### src/rtl/i2c_slave_rx_ctrl.sv
// ---------------------------------------------------------------------------
// i2c_slave_rx_ctrl
// Bit-level I2C slave receive controller (write path). Oversamples the
// synchronized SCL/SDA on clk, detects START/STOP, strobes a downstream
// 8-bit MSB-first shift register once per data bit, checks the address
// byte, drives ACK/NACK and announces each received data byte.
//
// Optional feature macro: I2C_RX_NACK_ON_FULL_EN
//   defined   : a data byte completing while fifo_full = 1 is NACKed,
//               overrun pulses and the transfer is abandoned until STOP.
//   undefined : the byte is always ACKed; byte_valid pulses and overrun
//               pulses alongside it when fifo_full = 1.
// ---------------------------------------------------------------------------
module i2c_slave_rx_ctrl #(
    parameter logic [6:0] SLAVE_ADDR = 7'h3C
) (
    input  logic       clk,
    input  logic       n_rst,
    input  logic       scl_in,
    input  logic       sda_in,
    input  logic [7:0] rx_byte,
    input  logic       fifo_full,
    output logic       shift_strobe,
    output logic       sda_drive_low,
    output logic       byte_valid,
    output logic       addr_match,
    output logic       overrun,
    output logic       busy
);

    typedef enum logic [2:0] {
        ST_IDLE      = 3'd0,
        ST_ADDR      = 3'd1,
        ST_ADDR_ACK  = 3'd2,
        ST_DATA      = 3'd3,
        ST_DATA_ACK  = 3'd4,
        ST_WAIT_STOP = 3'd5
    } state_t;

    state_t      state_r, state_nxt_s;
    logic        scl_d_r, sda_d_r;
    logic [2:0]  bit_cnt_r, bit_cnt_nxt_s;
    // Set once the 8th SCL rise of a byte has been seen (bit_cnt wrapped).
    logic        byte_full_r, byte_full_nxt_s;

    logic        scl_rise_s, scl_fall_s, start_s, stop_s;
    logic        strobe_nxt_s, drive_nxt_s, valid_nxt_s;
    logic        match_nxt_s, overrun_nxt_s, busy_nxt_s;

    // True when the received address byte targets us with a write request.
    function automatic logic addr_hit(input logic [7:0] b);
        return (b[7:1] == SLAVE_ADDR) && (b[0] == 1'b0);
    endfunction

    assign scl_rise_s = scl_in & ~scl_d_r;
    assign scl_fall_s = ~scl_in & scl_d_r;
    assign start_s    = scl_in & scl_d_r & ~sda_in & sda_d_r;
    assign stop_s     = scl_in & scl_d_r & sda_in & ~sda_d_r;

    // Next-state and next-output decode; bus conditions outrank SCL edges.
    always_comb begin
        state_nxt_s     = state_r;
        bit_cnt_nxt_s   = bit_cnt_r;
        byte_full_nxt_s = byte_full_r;
        strobe_nxt_s    = 1'b0;
        drive_nxt_s     = sda_drive_low;
        valid_nxt_s     = 1'b0;
        match_nxt_s     = addr_match;
        overrun_nxt_s   = 1'b0;
        busy_nxt_s      = busy;

        if (stop_s) begin
            state_nxt_s     = ST_IDLE;
            bit_cnt_nxt_s   = 3'd0;
            byte_full_nxt_s = 1'b0;
            drive_nxt_s     = 1'b0;
            match_nxt_s     = 1'b0;
            busy_nxt_s      = 1'b0;
        end else if (start_s) begin
            state_nxt_s     = ST_ADDR;
            bit_cnt_nxt_s   = 3'd0;
            byte_full_nxt_s = 1'b0;
            drive_nxt_s     = 1'b0;
            match_nxt_s     = 1'b0;
            busy_nxt_s      = 1'b1;
        end else begin
            case (state_r)
                ST_IDLE: begin
                    drive_nxt_s = 1'b0;
                end
                ST_ADDR, ST_DATA: begin
                    if (scl_rise_s) begin
                        strobe_nxt_s  = 1'b1;
                        bit_cnt_nxt_s = bit_cnt_r + 3'd1;
                        if (bit_cnt_r == 3'd7) begin
                            byte_full_nxt_s = 1'b1;
                        end else begin
                            byte_full_nxt_s = byte_full_r;
                        end
                    end else if (scl_fall_s && byte_full_r) begin
                        byte_full_nxt_s = 1'b0;
                        if (state_r == ST_ADDR) begin
                            if (addr_hit(rx_byte)) begin
                                state_nxt_s = ST_ADDR_ACK;
                                drive_nxt_s = 1'b1;
                                match_nxt_s = 1'b1;
                            end else begin
                                state_nxt_s = ST_WAIT_STOP;
                                drive_nxt_s = 1'b0;
                            end
                        end else begin
`ifdef I2C_RX_NACK_ON_FULL_EN
                            if (fifo_full) begin
                                overrun_nxt_s = 1'b1;
                                state_nxt_s   = ST_WAIT_STOP;
                                drive_nxt_s   = 1'b0;
                            end else begin
                                valid_nxt_s = 1'b1;
                                state_nxt_s = ST_DATA_ACK;
                                drive_nxt_s = 1'b1;
                            end
`else
                            valid_nxt_s   = 1'b1;
                            overrun_nxt_s = fifo_full;
                            state_nxt_s   = ST_DATA_ACK;
                            drive_nxt_s   = 1'b1;
`endif
                        end
                    end else begin
                        state_nxt_s = state_r;
                    end
                end
                ST_ADDR_ACK, ST_DATA_ACK: begin
                    if (scl_fall_s) begin
                        state_nxt_s     = ST_DATA;
                        drive_nxt_s     = 1'b0;
                        bit_cnt_nxt_s   = 3'd0;
                        byte_full_nxt_s = 1'b0;
                    end else begin
                        drive_nxt_s = 1'b1;
                    end
                end
                ST_WAIT_STOP: begin
                    drive_nxt_s = 1'b0;
                end
                default: begin
                    state_nxt_s     = ST_IDLE;
                    bit_cnt_nxt_s   = 3'd0;
                    byte_full_nxt_s = 1'b0;
                    drive_nxt_s     = 1'b0;
                    match_nxt_s     = 1'b0;
                    busy_nxt_s      = 1'b0;
                end
            endcase
        end
    end

    // State, edge-detect history and registered outputs.
    always_ff @(posedge clk or negedge n_rst) begin
        if (!n_rst) begin
            state_r       <= ST_IDLE;
            scl_d_r       <= 1'b1;
            sda_d_r       <= 1'b1;
            bit_cnt_r     <= 3'd0;
            byte_full_r   <= 1'b0;
            shift_strobe  <= 1'b0;
            sda_drive_low <= 1'b0;
            byte_valid    <= 1'b0;
            addr_match    <= 1'b0;
            overrun       <= 1'b0;
            busy          <= 1'b0;
        end else begin
            state_r       <= state_nxt_s;
            scl_d_r       <= scl_in;
            sda_d_r       <= sda_in;
            bit_cnt_r     <= bit_cnt_nxt_s;
            byte_full_r   <= byte_full_nxt_s;
            shift_strobe  <= strobe_nxt_s;
            sda_drive_low <= drive_nxt_s;
            byte_valid    <= valid_nxt_s;
            addr_match    <= match_nxt_s;
            overrun       <= overrun_nxt_s;
            busy          <= busy_nxt_s;
        end
    end

endmodule

### config.mk
export PLATFORM = sky130hd
export DESIGN_NAME = i2c_slave_rx_ctrl
export DESIGN_NICKNAME = d
export VERILOG_FILES = /design/src/rtl/i2c_slave_rx_ctrl.sv
export SDC_FILE = /design/constraint.sdc
export NUM_CORES = 1
export LEC_CHECK = 0
export CORE_ASPECT_RATIO = 1.5
export CORE_MARGIN = 2
export CORE_UTILIZATION = 40
export CTS_BUF_LIST = sky130_fd_sc_hd__clkbuf_4 sky130_fd_sc_hd__clkbuf_8
export DETAILED_ROUTE_END_ITERATION = 10
export GPL_TIMING_DRIVEN = 0
export PLACE_DENSITY = 0.69
export SLEW_MARGIN = 20
export SYNTH_ARGS = -nofsm -noshare
export SYNTH_HDL_FRONTEND = slang
export SYNTH_SLANG_ARGS = --single-unit
### constraint.sdc
create_clock -name clk -period 1.9 [get_ports clk]
set_clock_uncertainty 0.1 [all_clocks]
set_input_delay 0.285 -clock clk [delete_from_list [all_inputs] [get_ports clk]]
set_output_delay 0.285 -clock clk [all_outputs]
set_load 0.005 [all_outputs]
After elaboration in Yosys (flattened, before gate mapping)
Cells that the tools add are included.

storage, ports and cells
  output and inout port bits = 6
  input port bits = 13
  memories = 0
  bits in writable memories = 0
  logic and storage cells = 109
  bits in read-only memories = 0
  bits in registers = 15
  latch bits = 0

operators by class
  reduce and logical (&&, ||, !) cells = 13
  order comparisons = 0
  muxes and demuxes = 54
  $mul = 0
  shift operators = 0
  eq/ne operators = 18
  divide/modulo/power cells = 0
  bitwise operators = 12
  $add $sub $neg = 1

operators with widths
  kind                                                             count
  1-bit two-way mux                                                38
  3-bit two-way mux                                                11
  4-bit != test, second input constant                             6
  3-bit one-hot mux with 3 select lines                            2
  5-bit != test, second input constant                             2
  3-bit == test, second input constant                             3
  3-bit by 1-bit != test with 1-bit output, second input constant  3
  4-bit AND reduction                                              2
  1-bit AND                                                        7
  7-bit by 6-bit == test with 1-bit output, second input constant  1
  3-bit by 2-bit == test with 1-bit output, second input constant  2
  2-bit OR reduction                                               3
  6-bit OR reduction                                               1
  1-bit inverter                                                   5
  5-bit AND reduction                                              1
  1-bit one-hot mux with 2 select lines                            2
  4-bit OR reduction                                               1
  3-bit by 1-bit adder with 3-bit output, second input constant    1
  3-bit by 1-bit == test with 1-bit output, second input constant  1
  3-bit zero test                                                  1
  1-bit one-hot mux with 3 select lines                            1
  3-bit AND reduction                                              1
  1-bit logical AND                                                2
  2-bit AND reduction                                              1

Longest topological paths before layout
  word-level depth = 9
  mapped depth = 6
  gate-level depth less buffers = 6

Least setup slack after synthesis
Ideal clock, no wire load.

  kind = register to register
  from = register sda_d_r
  to = register bit_cnt_r[0]
  buffers on the path = 1
  setup slack = 0.368 ns
  stages on the path, launching flop included = 6
  arrival time = 1.307 ns
  setup time = 0.125 ns
  required time = 1.675 ns
  period minus slack after synthesis = 1.532 ns
  cell sequence = dfstp_2 xor2_1 and2_4 buf_6 nor4_4 mux2_4

between the ends
  word-level cells in the longest chain between the ends = 4
  elaborated cells between the ends (all ways) = 9
  classes of those cells = 3 x eq/ne; 2 x mux; 3 x bitwise; 1 x reduce/logical

RTL lines
  element                                                                                            line  source
  from (decl)                                                                                        41    logic scl_d_r, sda_d_r;
  from (signal assigned)                                                                             175   sda_d_r <= sda_in;
  1-bit inverter                                                                                     58    assign stop_s = scl_in & scl_d_r & sda_in & ~sda_d_r;
  1-bit AND                                                                                          58
  4-bit != test (no source line) / 3-bit by 1-bit != test with 1-bit output (equally long branches)  n/a
  3-bit AND reduction (no source line)                                                               n/a
  to (signal assigned)                                                                               176   bit_cnt_r <= bit_cnt_nxt_s;
  to (decl)                                                                                          42    logic [2:0] bit_cnt_r, bit_cnt_nxt_s;

Parallel ways exist; a longest one is shown, timed or not.
A chain may end at the register's enable or synchronous reset.

Worst setup path in the final report
  from = input scl_in
  to = register state_r[0]

between the ends
  word-level cells in the longest chain between the ends = 5
  elaborated cells between the ends (all ways) = 16
  classes of those cells = 4 x eq/ne; 2 x mux; 8 x bitwise; 2 x reduce/logical

RTL lines
  element                                                                           line        source
  from (decl)                                                                       19          input logic scl_in,
  1-bit AND / 1-bit inverter (equally long branches)                                57, 58, 56
  1-bit AND, on equally long branches                                               57, 56, 58
  1-bit AND (tied with other cells)                                                 57          assign start_s = scl_in & scl_d_r & ~sda_in & sda_d_r;
  4-bit != test (no source line) (tied with other cells)                            n/a
  4-bit AND reduction (no source line) / 3-bit two-way mux (equally long branches)  n/a
  to (signal assigned)                                                              173         state_r <= state_nxt_s;
  to (decl)                                                                         40          state_t state_r, state_nxt_s;

Parallel ways exist; a longest one is shown, timed or not.

==> run_results.csv <==
group,metric,value,unit
synthesis,synth_cell_types,47,
synthesis,synth.net_count,96,
finish,fin_nets,119,
global_routing,grt_max_degree,16,
synthesis,synth_xor_area_share,1.950,%
pwr,leakage,0.5053,nW
die,core_area,0.002181,mm2
synthesis,syn-instance-count,81,
clock_tree,cts-htree-levels,1,
finish,stdcell_count,126,
global_routing,grtUsageMet3,3.179,%
die,dieArea,0.002649,mm2
die,io_pins,19,
worst_setup_path,worst_ep_arrival_time,1.81,ns
synthesis,syn_area_per_cell,11.09,um2
die,die_y,62.04,um
clock_tree,root_buffer,"clkbuf_4",
worst_setup_path,startpoint,"scl_in",
synthesis,synth_adder_area_share,3.900,%
pwr,p_per_area,1129,mW/mm2
synthesis,synth.largest_area_cell,"dfrtp_1",
detailed_routing,routed_wl,1720,um
worst_setup_path,worstPathRequired,2.02,ns
worst_setup_path,worstPathMaxFanout,8,
finish,final_common_cell,"clkdlybuf4s50_1",
run_status,status,"complete, no violations",
sta,hold_viol,0,
synthesis,synth-seq-area-share,42.06,%
die,row_count,21,
placement,portBuffers,18,
detailed_routing,vias_per_cell,5.500,
finish,drive_above_1_share,20.39,%
worst_setup_path,reg2reg_from,"sda_d_r$_DFF_PN1_",
sta,setup-violations-final,0,
sta,period_share,88.64,%
synthesis,synth_compound_area_share,19.64,%
sta,rsz0062_at_grt,"no",
worst_setup_path,crit_chain,"clkdlybuf4s50_1 -> and2_4 -> and2_4 -> buf_6 -> nor3_2 -> mux2i_1",
clock_tree,ctsResizeCount,0,
die,die_w,42.70,um
clock_tree,ctsHoldBuffers,0,
worst_setup_path,r2r_cells,5,
sta,max_slew_margin,53.86,%
clock_tree,path_clk_slew,0.09,ns
global_routing,first_global_vias,625,
synthesis,ys.warnings.count,0,
finish,fillerInstances,191,
detailed_routing,wl_per_cell,13.65,um
global_routing,use_met1,17.24,%
synthesis,synthSimpleGateAreaFrac,24.37,%
synthesis,dominantRegCellSynth,"dfrtp_1",
sta,period_needed,1.684,ns
global_routing,antenna_found_initial,0,
synthesis,muxShareOfSynthArea,3.900,%
finish,register_area,377.9,um2
clock_tree,tritoncts,"built",
clock_tree,cts_setup_buffers,0,
placement,dp.cells,122,
worst_setup_path,end_kind,"flop",
die,start_util,41.19,%
global_routing,track_usage,14.57,%
worst_setup_path,critPathMostFrequentCell,"and2_4",
synthesis,synth_edf_count,0,
worst_setup_path,cp-start-kind,"input pin",
synthesis,synth_top_area_share,36.21,%
synthesis,async_reset_ff_share,100.0,%
sta,setup_tns,0,ns
global_routing,grt_pass1_wl,2884,um
global_routing,grt-ovfl-total,0,
synthesis,yosys_register_bits,15,
detailed_routing,drc,0,
finish,antenna_cells,0,
worst_hold_path,holdCritPathClass,"in -> async",
global_routing,top_usage_layer,"met2",
finish,area_growth,26.60,%
global_routing,met2_usage,25.32,%
clock_tree,cts_buffers,3,
synthesis,synth_top_family_by_area,"simple AND/OR/NAND/NOR gates",
placement,gp_congestion,0.7986,
synthesis,syn_area,898.4,um2
synthesis,synth_area_leaders,"dfrtp_1, dfstp_2, ha_1",
detailed_routing,drt_iter0_markers,5,
clock_tree,cts.sink_count,15,
clock_tree,clk_latency,0.29,ns
detailed_routing,ant_nets,0,
finish,multi_input_area,483.0,um2
sta,worst_pin_slew,0.6900,ns
sta,fmax,593.8,MHz
pwr,peakVddDrop,0.7191,mV
finish,layout_common_cells,"clkdlybuf4s50_1, dfrtp_1, nand2_1",
worst_setup_path,crit_type,"in -> reg",
detailed_routing,dr.pass1.iters,4,
detailed_routing,vias,693,
sta,drv_slew,0,
worst_setup_path,slowest_delay,0.53,ns
flow_run,cap_violations,0,
clock_tree,clockBufferDepth,2,
worst_setup_path,slowest_stage,"clkdlybuf4s50_1",
==> worst max-delay path, delay by kind of cell <==
kind | cells | cell delay [ns]
buf+inv | 2 | 0.66
mux | 1 | 0.21
simple gates | 3 | 0.65
==> logic make-up after synthesis <==
kind of cell	after synthesis
adder cells (fa/ha/maj)	3
AO/OA/AOI/OAI	23
buffers and inverters	7
flip-flops	15
AND/OR/NAND/NOR	28
multiplexers	3
XOR/XNOR	2
==> layer usage <==
layer,part of all wire (%),vias up
met5,0,-
li1,-,345
met2,53,20
met3,5.8,3
met1,40,325
met4,1.4,0
==> cells in the mapped netlist, types with 3 or more instances <==
master	instances
dfrtp_1	13
nand2_1	5
a21oi_1	4
buf_2	3
nor2_1	3
o21ai_0	3
==> cell type report <==
cell class	instances	area share [%]
multi-input combinational	59	42.46
sequential	15	33.22
tap	23	2.530
inverter	3	0.9901
buffer	4	2.310
clock buffer	4	2.640
timing repair buffer	18	15.84
==> flip-flops by register name, indices dropped and copies added, names as in the netlist <==
| signal | flops |
|---|---|
| overrun | 1 |
| shift_strobe | 1 |
| sda_drive_low | 1 |
| addr_match | 1 |
| byte_full_r | 1 |
| bit_cnt_r | 3 |
| busy | 1 |
| state_r | 3 |
| scl_d_r | 1 |
| sda_d_r | 1 |
| byte_valid | 1 |
==> stage by stage <==
| stage | power, mW | area (um2) | hold slack (ns) | worst slack, ns | util, % |
|---|---|---|---|---|---|
| final | 1.284 | 1137 | 0.3048 | 0.2158 | 52.15 |
| after global routing | 1.384 | 1137 | 0.3748 | 0.1183 | 52.15 |
| after CTS | 1.294 | 1137 | 0.3220 | 0.1920 | 52.15 |
| after detailed placement | 1.086 | 1107 | 0.3880 | -0.1191 | 50.77 |
| after global placement | 1.080 | 1107 | 0.3886 | -0.1179 | 50.77 |
| after floorplan | 0.9154 | 898.4 | -0.1106 | 0.3682 | - |
==> where the power goes <==
| part | switching [mW] | internal, mW |
|---|---|---|
| Sequential | 0.0598 | 0.410 |
| Clock | 0.108 | 0.0960 |
| Combinational | 0.293 | 0.317 |
==> path summary, 6_finish.rpt <==
kind                                             end  slack, ns
min in group clk                   sda_d_r$_DFF_PN1_       0.39
max in group asynchronous  sda_drive_low$_DFFE_PN0P_       0.96
max reg2reg                 bit_cnt_r[0]$_DFFE_PN0P_       0.27
min                         bit_cnt_r[1]$_DFFE_PN0P_       0.30
max                           state_r[0]$_DFFE_PN0P_       0.22
min reg2reg                 bit_cnt_r[2]$_DFFE_PN0P_       0.41
No activity file was read; power rests on OpenSTA's default activity.
==> edit (same flow settings) <==
Make the reset (`n_rst`) synchronous in one clocked block.
--- a/src/rtl/i2c_slave_rx_ctrl.sv
+++ b/src/rtl/i2c_slave_rx_ctrl.sv
@@ -156,7 +156,7 @@
     end
 
     // State, edge-detect history and registered outputs.
-    always_ff @(posedge clk or negedge n_rst) begin
+    always_ff @(posedge clk) begin
         if (!n_rst) begin
             state_r       <= ST_IDLE;
             scl_d_r       <= 1'b1;
Function: differs if n_rst is asserted again (counterexample within 4 cycles, from zero or initial values and one cycle with n_rst low); with n_rst held inactive, the same outputs for 10 cycles.
==> edit against the original RTL <==
Worst setup slack worse by 33 ps; sequential cell count is the same; final area is 8.9% lower; first-iteration DRC count rose by 100%; count of clock-buffer cells in the layout did not move; critical path depth down 1; area after synthesis shrank 11%; fmax shrank 1.9%; routed wire length rose by 10%; critical path type is now reg2reg; largest cell class unchanged.
Power is not compared: it rests on default switching activity, and its combinational part moved more than twofold at a synthesized area within 25%.
==> edit: results (changes against the original RTL) <==
- Multi-input logic portion of the cell area: 44.4% (+2.0 points)
- # fillers: 182 (-4.7%)
- I/O Buffers: 18 (unchanged)
- Utilization after layout: 55.9% (+3.7 points)
- # diodes: 0 (unchanged)
- Slew headroom: 73.7% (+20 points)
- Setup Slack @ Placement: -187 ps (-67.4 ps)
- Worst Hold Class: reg2reg
- Register area share after synthesis: 37.6% (-4.5 points)
- Post-synthesis area per instance: 8.42 µm² (-24%)
- NumNets Final: 133 (+12%)
- Final GP Congestion: 0.926 (+16%)
- Multi-input gates: 72 (+22%)
- CTS root buf: clkbuf_4
- Register share of the cell area: 29.0% (-4.2 points)
- ClkCell Share: 2.90% (+0.26 points)
- Post-CTS resize count: 0 (unchanged)
- Routed vias: 798 (+15%)
- DRC: 0 (unchanged)
- Postcts setup bufs: 0 (unchanged)
- YS warnings: 0 (unchanged)
- Syn_nets: 110 (+15%)
- Critical Path Max Stage Delay: 350 ps (-180 ps)
- Synth async-reset ratio: 0% (-100 points)
- Placed instance area: 1010 µm² (-9.2%)
- Inverter count: 4 (+1)
- Non-clk buf share: 19.7% (+1.5 points)
- Most instantiated cells after synthesis: dfxtp_1 (15), nand2_1 (10), a21oi_1 (8), nor2_1 (8), nand2b_1 (5)
- Vias in the first global route: 767 (+23%)
- Plain + repair buffers: 22 (unchanged)
- Synth cell types: 38 (-19%)
- Sequential share of power: 51.7%
- Global-route wire length before repair: 3.15 mm (+9.3%)
- Clock latency on the worst-skew pair: 290 ps (about the same)
- Power Internal: 470 µW
- HPWL after detailed placement: 1.44 mm
- Largest net degree at the start of global routing: 11 (-5)
- CLK BUF: 4 (unchanged)
- Combinational power share: 16.2%
- CP max FO: 10 (+2)
- Slowest CP cell: nor2b_1
- Status: complete, no violations
- Total Routing Usage GR: 19.5% (+4.9 points)
- Wire per inst: 13.7 µm (+0.59%)
- Pins Over Slew Limit: 0 (unchanged)
- Crit path max-delay family: simple AND/OR/NAND/NOR gates
- LEAKAGE: 0.412 nW
- Layout cell share with drive strength beyond 1: 8.55% (-12 points)
- Worst EP arrival: 1800 ps
- CTS H-Tree Depth: 1 (unchanged)
- Clock buffer count from CTS: 3 (unchanged)
- Clock-pin transition on the worst setup and hold timing paths: 100 ps
- Ys flop type: dfxtp_1
- First DRT Iteration DRCs: 10 (+5)
- Synth area leaders: dfxtp_1 (38%), a21oi_1 (5.0%), nand2_1 (4.7%)
- DR vias/cell: 5.78 (+5.1%)
## edit: final timing paths
kind	from	endpoint	slack (ps)	cells past startpoint
min	addr_match	addr_match	370	2
max reg2reg	state_r[0]	bit_cnt_r[0]	180	5
max	state_r[0]	bit_cnt_r[0]	180	5
min reg2reg	addr_match	addr_match	370	2
## edit: routing by layer
layer	wire [µm]	part of all wire (%)	global-route usage, %
met1	782	41	21.1
met2	957	51	32.7
met3	95	5.0	2.26
met4	59	3.1	13.8
met5	0	0	0
## edit: kinds of logic after synthesis
group | after synthesis | synth area share, %
buffers and inverters | 8 | 4.85
and+or+nand+nor | 41 | 27.9
muxes | 1 | 1.41
AOI/OAI and AO/OA | 27 | 24.1
adders and majority gates | 2 | 3.13
DFF | 15 | 37.6
xor gates and xnor gates | 1 | 1.10
## edit: worst register-to-register path: stages, from the launching register on
cell      delay, ps
dfxtp_1         340
buf_2           200
nor2b_1         350
nand3_1         150
o2111a_1        200
mux2_2          270
